===== config.mk =====
export PLATFORM = sky130hd
export DESIGN_NAME = cnn_result_writer_flat
export DESIGN_NICKNAME = d
export VERILOG_FILES = /design/src/rtl/cnn_pkg.sv /design/src/rtl/cnn_result_writer_if.sv /design/src/rtl/cnn_counter.sv /design/src/rtl/cnn_result_writer.sv /design/src/flat_wrapper.sv
export SDC_FILE = /design/constraint.sdc
export NUM_CORES = 1
export LEC_CHECK = 0
export CORE_MARGIN = 8
export CORE_UTILIZATION = 45
export DETAILED_ROUTE_END_ITERATION = 10
export PLACE_DENSITY = 0.73
export SKIP_LAST_GASP = 1
export SYNTH_ARGS = -nofsm -noshare
export SYNTH_HDL_FRONTEND = slang
export SYNTH_SLANG_ARGS = --single-unit

===== constraint.sdc =====
create_clock -name clkIn -period 3.3 [get_ports clkIn]
set_clock_uncertainty 0.05 [all_clocks]
set_input_delay 0.33 -clock clkIn [delete_from_list [all_inputs] [get_ports clkIn]]
set_output_delay 0.33 -clock clkIn [all_outputs]
set_load 0.02 [all_outputs]

===== src/rtl/cnn_pkg.sv =====
// Shared widths, writer state encoding and byte-enable constants for the CNN result writer.
`default_nettype none

package cnn_pkg;

   localparam int BUS_ADDR_WIDTH = 32;
   localparam int DATA_WIDTH     = 32;
   localparam int BUS_DATA_WIDTH = 2 * DATA_WIDTH;
   localparam int BUS_WE_WIDTH   = BUS_DATA_WIDTH / 8;
   localparam int CNT_WIDTH      = 16;

   typedef enum logic [1:0] {
      ST_IDLE  = 2'd0,
      ST_FILL  = 2'd1,
      ST_WRITE = 2'd2,
      ST_DONE  = 2'd3
   } wr_state_e;

   localparam logic [BUS_WE_WIDTH-1:0] WE_FULL = 8'hFF;
   localparam logic [BUS_WE_WIDTH-1:0] WE_LO   = 8'h0F;

   // Byte address of bus word idx; the sum wraps modulo 2^BUS_ADDR_WIDTH.
   function automatic logic [BUS_ADDR_WIDTH-1:0] word_addr(
      input logic [BUS_ADDR_WIDTH-1:0] base,
      input logic [CNT_WIDTH-1:0]      idx
   );
      logic [BUS_ADDR_WIDTH-1:0] off;
      off = '0;
      off[CNT_WIDTH+2:3] = idx;
      return base + off;
   endfunction

endpackage

`default_nettype wire


===== src/rtl/cnn_result_writer_if.sv =====
// Result stream (valid/ready) plus request/ack write bus seen by the result writer.
`default_nettype none

interface cnn_result_writer_if;
   import cnn_pkg::*;

   logic [DATA_WIDTH-1:0]     dataIn;
   logic                      validIn;
   logic                      readyOut;
   logic                      busReqOut;
   logic [BUS_ADDR_WIDTH-1:0] busAddrOut;
   logic [BUS_WE_WIDTH-1:0]   busWrEnOut;
   logic [BUS_DATA_WIDTH-1:0] busWrDataOut;
   logic                      busAckIn;

   modport master (
      input  dataIn, validIn, busAckIn,
      output readyOut, busReqOut, busAddrOut, busWrEnOut, busWrDataOut
   );

   modport slave (
      output dataIn, validIn, busAckIn,
      input  readyOut, busReqOut, busAddrOut, busWrEnOut, busWrDataOut
   );

endinterface

`default_nettype wire


===== src/rtl/cnn_counter.sv =====
// Clearable up-counter; doneOut flags that the count equals endValIn.
`default_nettype none

module cnn_counter
   import cnn_pkg::*;
(
   input  wire logic                 clkIn,
   input  wire logic                 rstIn,
   input  wire logic                 clrIn,
   input  wire logic                 advIn,
   input  wire logic [CNT_WIDTH-1:0] endValIn,
   output logic      [CNT_WIDTH-1:0] cntOut,
   output logic                      doneOut
);

   logic [CNT_WIDTH-1:0] cnt_q;
   logic [CNT_WIDTH-1:0] cnt_d;

   always_comb begin
      cnt_d = cnt_q;
      if (clrIn) begin
         cnt_d = '0;
      end else if (advIn) begin
         cnt_d = cnt_q + CNT_WIDTH'(1);
      end
   end

   always_ff @(posedge clkIn or negedge rstIn) begin
      if (!rstIn) begin
         cnt_q <= '0;
      end else begin
         cnt_q <= cnt_d;
      end
   end

   assign cntOut  = cnt_q;
   assign doneOut = (cnt_q == endValIn);

endmodule

`default_nettype wire


===== src/rtl/cnn_result_writer.sv =====
// Drains 32-bit results, packs two per 64-bit word and writes them to consecutive bus addresses.
`default_nettype none

module cnn_result_writer
   import cnn_pkg::*;
(
   input  wire logic                      clkIn,
   input  wire logic                      rstIn,
   input  wire logic                      startIn,
   input  wire logic [BUS_ADDR_WIDTH-1:0] baseAddrIn,
   input  wire logic [CNT_WIDTH-1:0]      numResultsIn,
   cnn_result_writer_if.master            bus,
   output logic                           busyOut,
   output logic                           doneOut
);

   wr_state_e                 state_q, state_d;
   logic [BUS_ADDR_WIDTH-1:0] base_q, base_d;
   logic [CNT_WIDTH-1:0]      n_q, n_d;
   logic [CNT_WIDTH-1:0]      wordCnt_q, wordCnt_d;
   logic [BUS_DATA_WIDTH-1:0] pack_q, pack_d;
   logic                      lane_q, lane_d;
   logic                      ready_q, ready_d;
   logic                      req_q, req_d;
   logic [BUS_ADDR_WIDTH-1:0] addr_q, addr_d;
   logic [BUS_WE_WIDTH-1:0]   we_q, we_d;
   logic [BUS_DATA_WIDTH-1:0] wdata_q, wdata_d;
   logic                      busy_q, busy_d;
   logic                      done_q, done_d;

   logic                      start_w;
   logic                      xfer_w;
   logic                      lastElem_w;
   logic [CNT_WIDTH-1:0]      elemCnt_w;
   logic [BUS_DATA_WIDTH-1:0] packNext_w;

   assign start_w = (state_q == ST_IDLE) && startIn;
   assign xfer_w  = (state_q == ST_FILL) && bus.validIn && ready_q;

   // elemCnt counts every accepted element of the job; it is never cleared between words.
   cnn_counter u_elem_cnt (
      .clkIn    (clkIn),
      .rstIn    (rstIn),
      .clrIn    (start_w),
      .advIn    (xfer_w),
      .endValIn (n_q - CNT_WIDTH'(1)),
      .cntOut   (elemCnt_w),
      .doneOut  (lastElem_w)
   );

   assign packNext_w = lane_q ? {bus.dataIn, pack_q[DATA_WIDTH-1:0]}
                              : {pack_q[BUS_DATA_WIDTH-1:DATA_WIDTH], bus.dataIn};

   always_comb begin
      state_d   = state_q;
      base_d    = base_q;
      n_d       = n_q;
      wordCnt_d = wordCnt_q;
      pack_d    = pack_q;
      lane_d    = lane_q;
      ready_d   = ready_q;
      req_d     = req_q;
      addr_d    = addr_q;
      we_d      = we_q;
      wdata_d   = wdata_q;
      busy_d    = busy_q;
      done_d    = 1'b0;

      case (state_q)
         ST_IDLE: begin
            if (startIn) begin
               base_d    = baseAddrIn & ~BUS_ADDR_WIDTH'(7);
               n_d       = numResultsIn;
               wordCnt_d = '0;
               pack_d    = '0;
               lane_d    = 1'b0;
               if (numResultsIn == '0) begin
                  state_d = ST_DONE;
                  done_d  = 1'b1;
               end else begin
                  state_d = ST_FILL;
                  ready_d = 1'b1;
                  busy_d  = 1'b1;
               end
            end
         end

         ST_FILL: begin
            if (xfer_w) begin
               pack_d = packNext_w;
               lane_d = ~lane_q;
               // Issue the write on the accepting edge so the request is not delayed a cycle.
               if (lane_q || lastElem_w) begin
                  state_d = ST_WRITE;
                  ready_d = 1'b0;
                  req_d   = 1'b1;
                  addr_d  = word_addr(base_q, wordCnt_q);
                  wdata_d = packNext_w;
                  we_d    = lane_q ? WE_FULL : WE_LO;
               end
            end
         end

         ST_WRITE: begin
            if (req_q && bus.busAckIn) begin
               req_d     = 1'b0;
               wordCnt_d = wordCnt_q + CNT_WIDTH'(1);
               if (elemCnt_w == n_q) begin
                  state_d = ST_DONE;
                  done_d  = 1'b1;
                  busy_d  = 1'b0;
               end else begin
                  state_d = ST_FILL;
                  ready_d = 1'b1;
                  pack_d  = '0;
                  lane_d  = 1'b0;
               end
            end
         end

         ST_DONE: begin
            state_d = ST_IDLE;
            busy_d  = 1'b0;
         end

         default: begin
            state_d = ST_IDLE;
         end
      endcase
   end

   always_ff @(posedge clkIn or negedge rstIn) begin
      if (!rstIn) begin
         state_q   <= ST_IDLE;
         base_q    <= '0;
         n_q       <= '0;
         wordCnt_q <= '0;
         pack_q    <= '0;
         lane_q    <= 1'b0;
         ready_q   <= 1'b0;
         req_q     <= 1'b0;
         addr_q    <= '0;
         we_q      <= '0;
         wdata_q   <= '0;
         busy_q    <= 1'b0;
         done_q    <= 1'b0;
      end else begin
         state_q   <= state_d;
         base_q    <= base_d;
         n_q       <= n_d;
         wordCnt_q <= wordCnt_d;
         pack_q    <= pack_d;
         lane_q    <= lane_d;
         ready_q   <= ready_d;
         req_q     <= req_d;
         addr_q    <= addr_d;
         we_q      <= we_d;
         wdata_q   <= wdata_d;
         busy_q    <= busy_d;
         done_q    <= done_d;
      end
   end

   assign bus.readyOut     = ready_q;
   assign bus.busReqOut    = req_q;
   assign bus.busAddrOut   = addr_q;
   assign bus.busWrEnOut   = we_q;
   assign bus.busWrDataOut = wdata_q;
   assign busyOut          = busy_q;
   assign doneOut          = done_q;

endmodule

`default_nettype wire


===== src/flat_wrapper.sv =====
// flat-port wrapper written by rule: the top's interface ports become plain ports
module cnn_result_writer_flat import cnn_pkg::*;
  (clkIn, rstIn, startIn, baseAddrIn, numResultsIn, busyOut, doneOut, bus_dataIn, bus_validIn, bus_busAckIn, bus_readyOut, bus_busReqOut, bus_busAddrOut, bus_busWrEnOut, bus_busWrDataOut);
  cnn_result_writer_if bus_i ();
  input  wire logic clkIn;
  input  wire logic rstIn;
  input  wire logic startIn;
  input  wire logic [BUS_ADDR_WIDTH-1:0] baseAddrIn;
  input  wire logic [CNT_WIDTH-1:0] numResultsIn;
  output logic busyOut;
  output logic doneOut;
  input wire logic [$bits(bus_i.dataIn)-1:0] bus_dataIn;
  input wire logic [$bits(bus_i.validIn)-1:0] bus_validIn;
  input wire logic [$bits(bus_i.busAckIn)-1:0] bus_busAckIn;
  output wire logic [$bits(bus_i.readyOut)-1:0] bus_readyOut;
  output wire logic [$bits(bus_i.busReqOut)-1:0] bus_busReqOut;
  output wire logic [$bits(bus_i.busAddrOut)-1:0] bus_busAddrOut;
  output wire logic [$bits(bus_i.busWrEnOut)-1:0] bus_busWrEnOut;
  output wire logic [$bits(bus_i.busWrDataOut)-1:0] bus_busWrDataOut;
  assign bus_i.dataIn = bus_dataIn;
  assign bus_i.validIn = bus_validIn;
  assign bus_i.busAckIn = bus_busAckIn;
  assign bus_readyOut = bus_i.readyOut;
  assign bus_busReqOut = bus_i.busReqOut;
  assign bus_busAddrOut = bus_i.busAddrOut;
  assign bus_busWrEnOut = bus_i.busWrEnOut;
  assign bus_busWrDataOut = bus_i.busWrDataOut;
  cnn_result_writer u_core (.clkIn(clkIn), .rstIn(rstIn), .startIn(startIn), .baseAddrIn(baseAddrIn), .numResultsIn(numResultsIn), .bus(bus_i), .busyOut(busyOut), .doneOut(doneOut));
endmodule

# == Word level (Yosys, flattened, before mapping) ==
# Cells that the tools add are included.
# op_classes
shift,0
n_mul,0
n_addsub,4
bitwise_logic,1
n_eq_ne,12
div_mod_pow,0
n_reduce_logical,20
muxes,43
order_cmp,0
# ops
cell,count
64-bit 2-to-1 mux,5
64-bit one-hot mux with 3 select lines,1
16-bit 2-to-1 mux,4
16-bit by 1-bit adder with 16-bit output (second input constant),2
32-bit by 19-bit adder with 32-bit output,1
16-bit == test,2
16-bit one-hot mux with 2 select lines,1
1-bit 2-to-1 mux,19
16-bit logical NOT,1
16-bit by 1-bit subtractor with 16-bit output (second input constant),1
2-bit 2-to-1 mux,6
2-bit != test (second input constant),5
5-bit AND reduction,2
1-bit one-hot mux with 3 select lines,3
8-bit 2-to-1 mux,1
2-bit one-hot mux with 4 select lines,1
4-bit AND reduction,2
7-bit AND reduction,1
3-bit AND reduction,2
2-bit nonzero test,3
3-bit nonzero test,2
2-bit == test (second input constant),2
1-bit logical AND,4
2-bit by 1-bit != test with 1-bit output (second input constant),2
6 further kinds,7
# totals
input_bits,85
out_inout_bits,108
wordCells,94
ramBits,0
mem_count,0
latch_bits,0
regBits,252
romBits,0

# == Longest topological paths before layout ==
# Gate-level depths: netlist of the first run.
# depth
depth_word,6
mapped_depth,11
depth_no_buf,10

# == By module ==
# A second synthesis of the first run with hierarchy kept.
# hier_totals
hier_cells,1099
area_unflattened_um2,11808.8
# by_module_without_submodules
module,cells_each,area_per_inst_um2,seq_area_each_um2,instances
cnn_result_writer,995,10784.1,5680.4,1
cnn_counter,104,1024.7,400.4,1

# == Worst setup path before layout of the first run ==
# No wires, ideal clock.
# synth_timing
path_type,reg-to-reg
start,register u_core.n_q[0]
end,"register u_core.wdata_q[39], in the netlist u_core.bus.busWrDataOut[39]"
path_buffers,2
setup_ps,127
required_ps,3123
path_slack_ps,152
synth_period_minus_slack_ps,3148
path_stages_with_launch,12
arrival_ps,2971
path_cell_list,dfrtp_1 > inv_1 > ha_1 > nor4b_4 > a32oi_1 > a2111oi_2 > o211ai_1 > or4_4 > o21bai_4 > buf_6 > buf_6 > mux2_1
# synth_via
elab_chain_cells,4
# synth_lines
item,line_no,source
"start, declared",cnn_result_writer.sv:19,"logic [CNT_WIDTH-1:0] n_q, n_d;"
"start signal, assigned",cnn_result_writer.sv:150,n_q <= n_d;
16-bit by 1-bit subtractor with 16-bit output,cnn_result_writer.sv:46,".endValIn (n_q - CNT_WIDTH'(1)),"
16-bit == test,cnn_counter.sv:37,assign doneOut = (cnt_q == endValIn);
1-bit logical OR,cnn_result_writer.sv:93,if (lane_q || lastElem_w) begin
3-bit AND reduction (no source line),-,
"end signal, assigned",cnn_result_writer.sv:158,wdata_q <= wdata_d;
"end, declared",cnn_result_writer.sv:27,"logic [BUS_DATA_WIDTH-1:0] wdata_q, wdata_d;"
# Every way passes these cells.
# A chain may end at the register's enable or synchronous reset.

# == Worst setup path in the final report of the first run ==
# layout_timing
start,register u_core.n_q[0]
end,"register u_core.addr_q[31], in the netlist u_core.bus.busAddrOut[31]"
# layout_via
elab_chain_cells,4
# layout_lines
item,line_no,source
16-bit by 1-bit subtractor with 16-bit output,cnn_result_writer.sv:46,
16-bit == test,cnn_counter.sv:37,
1-bit logical OR,cnn_result_writer.sv:93,
3-bit AND reduction (no source line),-,
"end signal, assigned",cnn_result_writer.sv:156,addr_q <= addr_d;
"end, declared",cnn_result_writer.sv:25,"logic [BUS_ADDR_WIDTH-1:0] addr_q, addr_d;"
# Every way passes these cells.

==> impl_metrics.env, run 1 <==
export IMPL_slew_headroom_pct=38.7
export IMPL_endpoint_kind="flip-flop"
export IMPL_hp_class="in -> reg"
export IMPL_drive_above_1_share_pct=22.7
export IMPL_max_clock_freq_ghz=0.313
export IMPL_whs_ns=0.346
export IMPL_synth_avg_cell_area_um2=12.1
export IMPL_first_iter_violations=659
export IMPL_drcViolationCount=0
export IMPL_max_stage_delay_ns=0.59
export IMPL_root_buffer="clkbuf_16"
export IMPL_hold_viol=0
export IMPL_crit_type="reg -> reg"
export IMPL_syn_cell_area_um2=11900
export IMPL_crit_arrival_ns=3.55
export IMPL_grt_pass1_wl_um=47000
export IMPL_synth_async_reset_ratio_pct=100
export IMPL_grt_overflow_total=0
export IMPL_rows=59
export IMPL_io_pins=193
export IMPL_nets=1282
export IMPL_power_mw=14.3
export IMPL_peakVddDrop_uv=615
export IMPL_drv_cap=0
export IMPL_leakage_nw=6.63
export IMPL_setup_viol=0
export IMPL_tritoncts="built"
export IMPL_drtAntennaViolNets=0
export IMPL_dieArea_um2=32000
export IMPL_num_vias=8517
export IMPL_die_width_um=179
export IMPL_synthCells=985
export IMPL_crit_fanout=19
export IMPL_finalCriticalPeriod_ns=3.20
export IMPL_drv_slew=0
export IMPL_start_kind="flip-flop"
export IMPL_hpwl_um=19900
export IMPL_area_delta_synth_final_pct=28.0
export IMPL_grt_max_degree=96
export IMPL_yosysSeqAreaShare_pct=50.9
export IMPL_grt_pass1_vias=8612
export IMPL_cts_buffer_depth=3
export IMPL_tightest_slew_ns=0.919
export IMPL_worstPathCellList="inv_1 > ha_2 > nor4b_4 > buf_6 > a31oi_1 > a41oi_1 > o2bb2ai_1 > or4_4 > o21bai_4 > buf_12 > buf_16 > mux2_2"
export IMPL_finalWeightedCongestion=0.894
export IMPL_period_share_pct=96.8
export IMPL_insertion_delay_ns=0.52
export IMPL_clk_pin_slew_ns=0.06
export IMPL_antennaDiodeCount=0
export IMPL_cts_sinks=243
export IMPL_antenna_found_initial=0
export IMPL_post_cts_buffers=0
export IMPL_wl_um=29100
export IMPL_synth_edf_count=0
export IMPL_dp_cells=1482
export IMPL_yosysWarnings=0
export IMPL_wl_per_cell_um=19.0
export IMPL_start_util_pct=45.9
export IMPL_cts_buffers=27
export IMPL_coreArea_um2=26100
export IMPL_grtUsageTotal_pct=17.9
export IMPL_powerDensity_nw_per_um2=938
export IMPL_drt_first_pass_iters=5
export IMPL_synth_seq_cells=243
export IMPL_port_buffers=186
export IMPL_outcome="complete, no violations"
export IMPL_fp_dieH_um=179
export IMPL_required_ns=3.66
export IMPL_synth_cell_types=69
export IMPL_slowest_stage="or4_4"
export IMPL_htree_num_levels=1
export IMPL_vias_per_cell=5.56
export IMPL_stdcell_count=1532
export IMPL_r2r_setup_slack_ns=0.10
export IMPL_synthFlopType="dfrtp_1"
[critical path: cells and delay by family, from the launching register on]
kind / cells / cell delay [ns]
AND/OR/NAND/NOR: 2 / 0.89
buffers and inverters: 4 / 0.60
AO/OA/AOI/OAI: 4 / 0.60
flip-flops: 1 / 0.38
multiplexers: 1 / 0.35
adder cells (fa/ha/maj): 1 / 0.20
[sequential cells by signal, indices dropped and copies added, names as in the netlist]
| register | count |
|---|---|
| u_core.bus.busWrDataOut | 64 |
| u_core.doneOut | 1 |
| u_core.lane_q | 1 |
| u_core.bus.busAddrOut | 29 |
| u_core.base_q | 29 |
| u_core.bus.readyOut | 1 |
| u_core.bus.busReqOut | 1 |
| u_core.wordCnt_q | 16 |
| u_core.u_elem_cnt.cntOut | 16 |
| u_core.bus.busWrEnOut | 2 |
| u_core.busyOut | 1 |
| u_core.n_q | 16 |
| u_core.pack_q | 64 |
| u_core.state_q | 2 |
[cell families after synthesis]
family	after synthesis	synth area share, %
muxes	199	18.7
buffers and inverters	81	3.30
xor gates and xnor gates	63	4.74
and+or+nand+nor	193	8.29
other	1	0.0314
DFF	243	50.9
adders and majority gates	20	2.16
AOI/OAI and AO/OA	185	11.9
[Yosys cell counts, types with 3 or more instances]
library cell / count / share of area (%)
nand3_1: 24 / 1.0
dfrtp_1: 243 / 51
xor2_1: 33 / 2.4
ha_1: 19 / 2.0
nor2_1: 57 / 1.8
buf_4: 15 / 0.94
o311ai_0: 4 / 0.29
a22o_1: 67 / 4.9
xnor2_1: 29 / 2.1
a31oi_1: 6 / 0.31
nand2b_1: 8 / 0.42
or2_2: 7 / 0.37
mux2i_1: 5 / 0.42
and4_1: 5 / 0.37
o31a_1: 3 / 0.22
a21oi_1: 19 / 0.80
buf_2: 3 / 0.13
mux2_1: 24 / 2.3
or3_1: 3 / 0.16
mux2_2: 170 / 16
nor3_1: 15 / 0.63
buf_6: 4 / 0.38
a21o_1: 5 / 0.31
and3_1: 7 / 0.37
o211ai_1: 12 / 0.75
clkbuf_1: 30 / 0.94
nor2b_1: 8 / 0.42
nand4_1: 11 / 0.58
nand2_1: 31 / 0.97
o2111ai_1: 7 / 0.51
nor4_1: 7 / 0.37
buf_1: 5 / 0.16
o21a_1: 7 / 0.44
inv_1: 23 / 0.72
a221oi_1: 4 / 0.29
o21ai_0: 23 / 0.96
[layout by cell type (no fill, tap or decap), drive strengths merged, types with 11 or more instances in the layout]
cell type,count
a21oi,19
a22o,67
buf,32
clkbuf,33
clkdlybuf4s50,185
dfrtp,243
ha,19
inv,24
mux2,194
nand2,31
nand3,24
nand4,11
nor2,57
nor3,16
o211ai,12
o21ai,25
xnor2,29
xor2,33
[metal layers]
metal	GRT usage [%]	part of all wire, %	up-vias
li1	-	-	3988
met1	25.7	47	4258
met2	27.8	45	233
met3	3.50	6.5	38
met4	3.27	1.4	0
met5	0	0	-
[stage by stage]
step | setup TNS, ns | area (um^2) | worst slack [ns] | utilization [%]
finish | 0 | 15300 | 0.105 | 58.7
CTS | 0 | 15200 | 0.110 | 58.5
global placement | 0 | 14300 | 0.140 | 54.9
detailed placement | 0 | 14300 | 0.124 | 54.9
floorplan | 0 | 12000 | 0.152 | -
global route | -0.00227 | 15300 | -0.00227 | 58.7
[final timing paths]
check	depth (start not counted)	from	to
min in group asynchronous	2	rstIn	u_core.pack_q[56]$_DFFE_PN0P_
worst min register to register	1	u_core.bus.busWrDataOut[62]$_DFFE_PN0P_	u_core.bus.busWrDataOut[62]$_DFFE_PN0P_
max in group asynchronous	3	rstIn	u_core.bus.busWrDataOut[41]$_DFFE_PN0P_
worst max register to register	12	u_core.n_q[0]$_DFFE_PN0P_	u_core.bus.busAddrOut[31]$_DFFE_PN0P_
worst max-delay path	12	u_core.n_q[0]$_DFFE_PN0P_	u_core.bus.busAddrOut[31]$_DFFE_PN0P_
worst min-delay path	3	numResultsIn[11]	u_core.n_q[11]$_DFFE_PN0P_
[what timing repair did]
action	in CTS	in global routing
hold buffers	1	0
endpoints found under the setup margin	0	83
endpoints found under the hold margin	91	0
resized for setup	0	8
[cell type report]
class,instances,area [um^2]
Multi-Input combinational cell,663,5530
Inverter,24,90.1
Clock inverter,16,198
Sequential cell,243,6080
Tap cell,335,419
Fill cell,2121,10800
Timing Repair Buffer,218,2250
Clock buffer,33,728
[where the power goes]
group	leakage [nW]	total (mW)	switching, mW	internal [mW]
Sequential	3.10	5.13	0.931	4.20
Clock	0.447	3.11	1.22	1.88
Combinational	3.08	6.11	2.94	3.17
No activity file was read; power rests on OpenSTA's default activity.
==> run 2, diff against run 1 <==
--- a/config.mk
+++ b/config.mk
@@ -9,6 +9,7 @@
 export CORE_UTILIZATION = 45
 export DETAILED_ROUTE_END_ITERATION = 10
 export PLACE_DENSITY = 0.73
+export RECOVER_POWER = 50
 export SKIP_LAST_GASP = 1
 export SYNTH_ARGS = -nofsm -noshare
 export SYNTH_HDL_FRONTEND = slang
==> run 2 against run 1 <==
Compared with the run above:
- the run now ends with capacitance limit, slew limit left
- worst hold slack gained 0.0022 ns
- core utilization shrank 0.091 points
- critical path type unchanged
- design area shrank 0.16%
- die area is the same
- power shrank 0.43%
- via count is essentially flat
==> impl_metrics.env, run 2 (synthesized netlist as in run 1, its figures left out) <==
export IMPL_outcome="finished with violations"
export IMPL_violations="capacitance limit, slew limit"
export IMPL_hold_viol=0
export IMPL_worstRegToRegCells=12
export IMPL_io_pins=193
export IMPL_fillers=2124
export IMPL_antenna_found_initial=0
export IMPL_drive_above_1_share_pct=22.6
export IMPL_port_buffers=186
export IMPL_area_delta_synth_final_pct=27.8
export IMPL_num_vias=8514
export IMPL_hold_path_end="u_core.n_q[11]$_DFFE_PN0P_"
export IMPL_grtUsageTotal_pct=17.9
export IMPL_utilization_pct=58.6
export IMPL_r2r_end="u_core.bus.busAddrOut[31]$_DFFE_PN0P_"
export IMPL_antennaDiodeCount=0
export IMPL_clk_pin_slew_ns=0.06
export IMPL_drv_cap=2
export IMPL_tritoncts="built"
export IMPL_drtAntennaViolNets=0
export IMPL_min_from="numResultsIn[11]"
export IMPL_leakage_nw=6.65
export IMPL_start_util_pct=45.9
export IMPL_hpwl_um=19900
export IMPL_dieArea_um2=32000
export IMPL_cts_buffers=27
export IMPL_first_iter_violations=612
export IMPL_finalWeightedCongestion=0.894
export IMPL_r2r_setup_slack_ns=0.14
export IMPL_setup_viol=0
export IMPL_powerDensity_nw_per_um2=936
export IMPL_layout_common_cells="242 x dfrtp_1, 170 x mux2_2, 160 x clkdlybuf4s50_1"
export IMPL_insertion_delay_ns=0.53
export IMPL_required_ns=3.66
export IMPL_drcViolationCount=0
export IMPL_grt_pass1_vias=8612
export IMPL_drt_first_pass_iters=5
export IMPL_die_width_um=179
export IMPL_whs_ns=0.349
export IMPL_rows=59
export IMPL_drv_slew=132
export IMPL_max_clock_freq_ghz=0.316
export IMPL_whs_path_depth=3
export IMPL_wl_per_cell_um=18.9
export IMPL_start_kind="flip-flop"
export IMPL_r2r_start="u_core.n_q[0]$_DFFE_PN0P_"
export IMPL_crit_type="reg -> reg"
export IMPL_root_buffer="clkbuf_16"
export IMPL_wl_um=29000
export IMPL_crit_arrival_ns=3.52
export IMPL_fp_dieH_um=179
export IMPL_tightest_slew_ns=2.43
export IMPL_multi_input_area_um2=5520
export IMPL_crit_fanout=19
export IMPL_dp_cells=1482
export IMPL_hp_class="in -> reg"
export IMPL_coreArea_um2=26100
export IMPL_endpoint_kind="flip-flop"
export IMPL_regArea_um2=6080
export IMPL_nets=1282
export IMPL_peakVddDrop_uv=615
export IMPL_slew_headroom_pct=-62.0
export IMPL_finalCriticalPeriod_ns=3.16
export IMPL_cts_sinks=243
export IMPL_stdcell_count=1532
export IMPL_cts_buffer_depth=3
export IMPL_grt_max_degree=96
export IMPL_htree_num_levels=1
export IMPL_period_share_pct=95.8
export IMPL_layout_commonest_cell="dfrtp_1"
export IMPL_grt_overflow_total=0
export IMPL_grt_pass1_wl_um=47000
export IMPL_vias_per_cell=5.56
==> run 2: final cells by class <==
class                           count  share of cell area (%)
Multi-Input combinational cell    663                    36.2
Tap cell                          335                    2.74
Clock inverter                     16                    1.29
Inverter                           24                   0.590
Timing Repair Buffer              218                    14.6
Clock buffer                       33                    4.77
Sequential cell                   243                    39.8
==> run 2: critical path, cell delays in order, from the launching register on <==
cell       delay [ns]
dfrtp_1          0.38
inv_1            0.08
ha_2             0.20
nor4b_4          0.31
buf_6            0.19
a31oi_1          0.08
a41oi_1          0.20
o2bb2ai_1        0.10
or4_4            0.59
o21bai_4         0.17
buf_12           0.16
buf_16           0.17
mux2_2           0.35
==> run 2: worst max-delay path by stage <==
stage	to	slack, ns	from	depth (start not counted)
floorplan	u_core.bus.busWrDataOut[39]$_DFFE_PN0P_	0.15	u_core.n_q[0]$_DFFE_PN0P_	11
global placement	u_core.bus.busAddrOut[20]$_DFFE_PN0P_	0.14	u_core.n_q[0]$_DFFE_PN0P_	11
detailed placement	u_core.bus.busAddrOut[23]$_DFFE_PN0P_	0.12	u_core.n_q[1]$_DFFE_PN0P_	11
CTS	u_core.bus.busWrDataOut[15]$_DFFE_PN0P_	0.11	u_core.n_q[5]$_DFFE_PN0P_	9
global route	u_core.bus.busAddrOut[4]$_DFFE_PN0P_	-0.002	u_core.n_q[1]$_DFFE_PN0P_	13
finish	u_core.bus.busAddrOut[31]$_DFFE_PN0P_	0.14	u_core.n_q[0]$_DFFE_PN0P_	12
==> run 2: timing repair <==
action | CTS | global route
endpoints found under the hold margin | 91 | 0
endpoints found under the setup margin | 0 | 83
hold buffers | 1 | 0
setup buffers | 0 | 0
gates resized for setup | 0 | 8
==> run 2: stage by stage <==
step	power (mW)	cell area (um^2)	setup TNS, ns	setup WS [ns]
2_1_floorplan	8.82	12000	0	0.152
3_3_place_gp	11.1	14300	0	0.140
3_5_place_dp	11.2	14300	0	0.124
4_1_cts	14.4	15200	0	0.110
5_1_grt	15.1	15300	-0.00227	-0.00227
6_report	14.3	15300	0	0.139
==> run 2: report_power, final <==
part           switching, mW  internal (mW)
clock                   1.22           1.88
combinational           2.94           3.12
sequential             0.921           4.20
==> run 2: layer usage <==
layer	vias up	share of wire (%)	routed length [um]	GRT usage (%)
li1	3990	-	-	-
met1	4260	47	13500	25.7
met2	228	45	13100	27.8
met3	36	6.7	1940	3.50
met4	0	1.4	392	3.27
met5	-	0	0	0
==> run 3, diff against run 2 <==
--- a/config.mk
+++ b/config.mk
@@ -7,6 +7,7 @@
 export LEC_CHECK = 0
 export CORE_MARGIN = 8
 export CORE_UTILIZATION = 45
+export CTS_CLUSTER_DIAMETER = 30
 export DETAILED_ROUTE_END_ITERATION = 10
 export PLACE_DENSITY = 0.73
 export RECOVER_POWER = 50
==> constraint.sdc (replaced) <==
create_clock -name clkIn -period 2.8 [get_ports clkIn]
set_clock_uncertainty 0.05 [all_clocks]
set_input_delay 0.28 -clock clkIn [delete_from_list [all_inputs] [get_ports clkIn]]
set_output_delay 0.28 -clock clkIn [all_outputs]
set_load 0.02 [all_outputs]
==> run 3 against run 2 <==
Compared with the run above:
- the flow finishes with violations (capacitance limit, slew limit, setup timing)
- clock power rose by 110%
- first-iteration DRC count decreased by 6.2%
- critical path depth grew 1
- core utilization is 6.7 points higher
- design area is 11% higher
- worst hold slack worse by 0.072 ns
- critical path type unchanged
- largest cell class unchanged
- largest power group unchanged
==> impl_metrics.env, run 3 (synthesized netlist as in run 1, its figures left out) <==
export IMPL_fp_dieH_um=179
export IMPL_max_clock_freq_ghz=0.313
export IMPL_start_util_pct=45.9
export IMPL_tightest_slew_ns=1.69
export IMPL_clk_pin_slew_ns=0.05
export IMPL_violations="capacitance limit, slew limit, setup timing"
export IMPL_rows=59
export IMPL_peakVddDrop_uv=783
export IMPL_port_buffers=186
export IMPL_slew_headroom_pct=-12.7
export IMPL_first_iter_violations=574
export IMPL_root_buffer="clkbuf_16"
export IMPL_grt_pass1_wl_um=51800
export IMPL_drv_cap=1
export IMPL_powerDensity_nw_per_um2=1220
export IMPL_coreArea_um2=26100
export IMPL_area_delta_synth_final_pct=42.4
export IMPL_grtUsageTotal_pct=20.0
export IMPL_grt_overflow_total=0
export IMPL_dieArea_um2=32000
export IMPL_multi_input_area_um2=5690
export IMPL_final_cell_area_um2=17000
export IMPL_placed_cell_area_um2=14700
export IMPL_htree_num_levels=2
export IMPL_tns_ns=-34.04
export IMPL_required_ns=3.17
export IMPL_nets=1375
export IMPL_start_kind="flip-flop"
export IMPL_layout_commonest_cell="dfrtp_1"
export IMPL_regArea_um2=6080
export IMPL_crit_type="reg -> reg"
export IMPL_wl_per_cell_um=19.8
export IMPL_cts_buffers=56
export IMPL_worst_slack_ns=-0.397
export IMPL_leakage_nw=7.54
export IMPL_fillers=1983
export IMPL_whs_ns=0.276
export IMPL_antennaDiodeCount=0
export IMPL_finalCriticalPeriod_ns=3.20
export IMPL_power_mw=20.7
export IMPL_endpoint_kind="flip-flop"
export IMPL_drv_slew=66
export IMPL_period_share_pct=114
export IMPL_insertion_delay_ns=0.55
export IMPL_rsz0062_at_grt="yes"
export IMPL_antenna_found_initial=1
export IMPL_crit_arrival_ns=3.57
export IMPL_cts_buffer_depth=3
export IMPL_stdcell_count=1649
export IMPL_num_vias=9185
export IMPL_hp_class="in -> reg"
export IMPL_io_pins=193
export IMPL_grt_max_degree=67
export IMPL_outcome="finished with violations"
export IMPL_dp_cells=1528
export IMPL_grt_pass1_vias=9737
export IMPL_dp_worst_setup_slack_ns=-0.465
export IMPL_utilization_pct=65.3
export IMPL_hpwl_um=21000
export IMPL_vias_per_cell=5.57
export IMPL_drive_above_1_share_pct=30.3
export IMPL_finalWeightedCongestion=0.904
export IMPL_tritoncts="built"
export IMPL_hold_viol=0
export IMPL_drt_first_pass_iters=5
export IMPL_drcViolationCount=0
export IMPL_crit_fanout=7
export IMPL_die_width_um=179
export IMPL_setup_viol=97
export IMPL_drtAntennaViolNets=0
export IMPL_wl_um=32600
export IMPL_layout_common_cells="241 x dfrtp_1, 185 x clkdlybuf4s50_1, 154 x mux2_2"
export IMPL_cts_sinks=243
## run 3: what timing repair did
item,in CTS,in global routing
gates resized for setup,15,32
hold buffers,1,0
cloned,4,3
pin swaps,2,1
hold endpoints to repair,58,0
buffers inserted,7,6
setup endpoints to repair,127,161
## run 3: worst max-delay path: stages (launching register included)
cell	delay [ns]
dfrtp_1	0.38
inv_2	0.08
ha_4	0.13
nor4b_4	0.35
buf_4	0.19
xor2_1	0.07
o22ai_2	0.20
a221oi_2	0.10
or4_4	0.57
o21bai_4	0.16
buf_12	0.15
clkbuf_16	0.15
clkbuf_16	0.14
mux2_2	0.32
## run 3: power by group
part,leakage [nW],switching (mW),internal [mW]
Clock,0.953,1.97,4.55
Combinational,3.49,3.80,4.29
Sequential,3.09,1.10,4.97
Total,7.54,6.87,13.8
## run 3: area by class of cell
class                      count  area share (%)
tap                          335            2.46
sequential                   243            35.8
multi-input combinational    664            33.4
inverter                      24           0.529
timing repair buffer         281            16.5
clock buffer                  77            9.54
clock inverter                25            1.80
## run 3: layer usage
layer  GRT usage (%)  part of all wire (%)
met2            32.2                    46
met1            25.8                    44
met4            6.72                   2.4
met5               0                 0.025
met3            5.35                   7.5
## run 3: final timing paths
check | from | endpoint | slack, ns | cells past startpoint
hold reg to reg | u_core.bus.busWrDataOut[45]$_DFFE_PN0P_ | u_core.bus.busWrDataOut[45]$_DFFE_PN0P_ | 0.44 | 1
setup / recovery | u_core.n_q[0]$_DFFE_PN0P_ | u_core.bus.busWrDataOut[11]$_DFFE_PN0P_ | -0.40 | 13
min in group asynchronous | rstIn | u_core.pack_q[58]$_DFFE_PN0P_ | 0.66 | 2
setup reg to reg | u_core.n_q[0]$_DFFE_PN0P_ | u_core.bus.busWrDataOut[11]$_DFFE_PN0P_ | -0.40 | 13
max in group asynchronous | rstIn | u_core.bus.busAddrOut[22]$_DFFE_PN0P_ | 0.46 | 3
hold / removal | numResultsIn[5] | u_core.n_q[5]$_DFFE_PN0P_ | 0.28 | 3
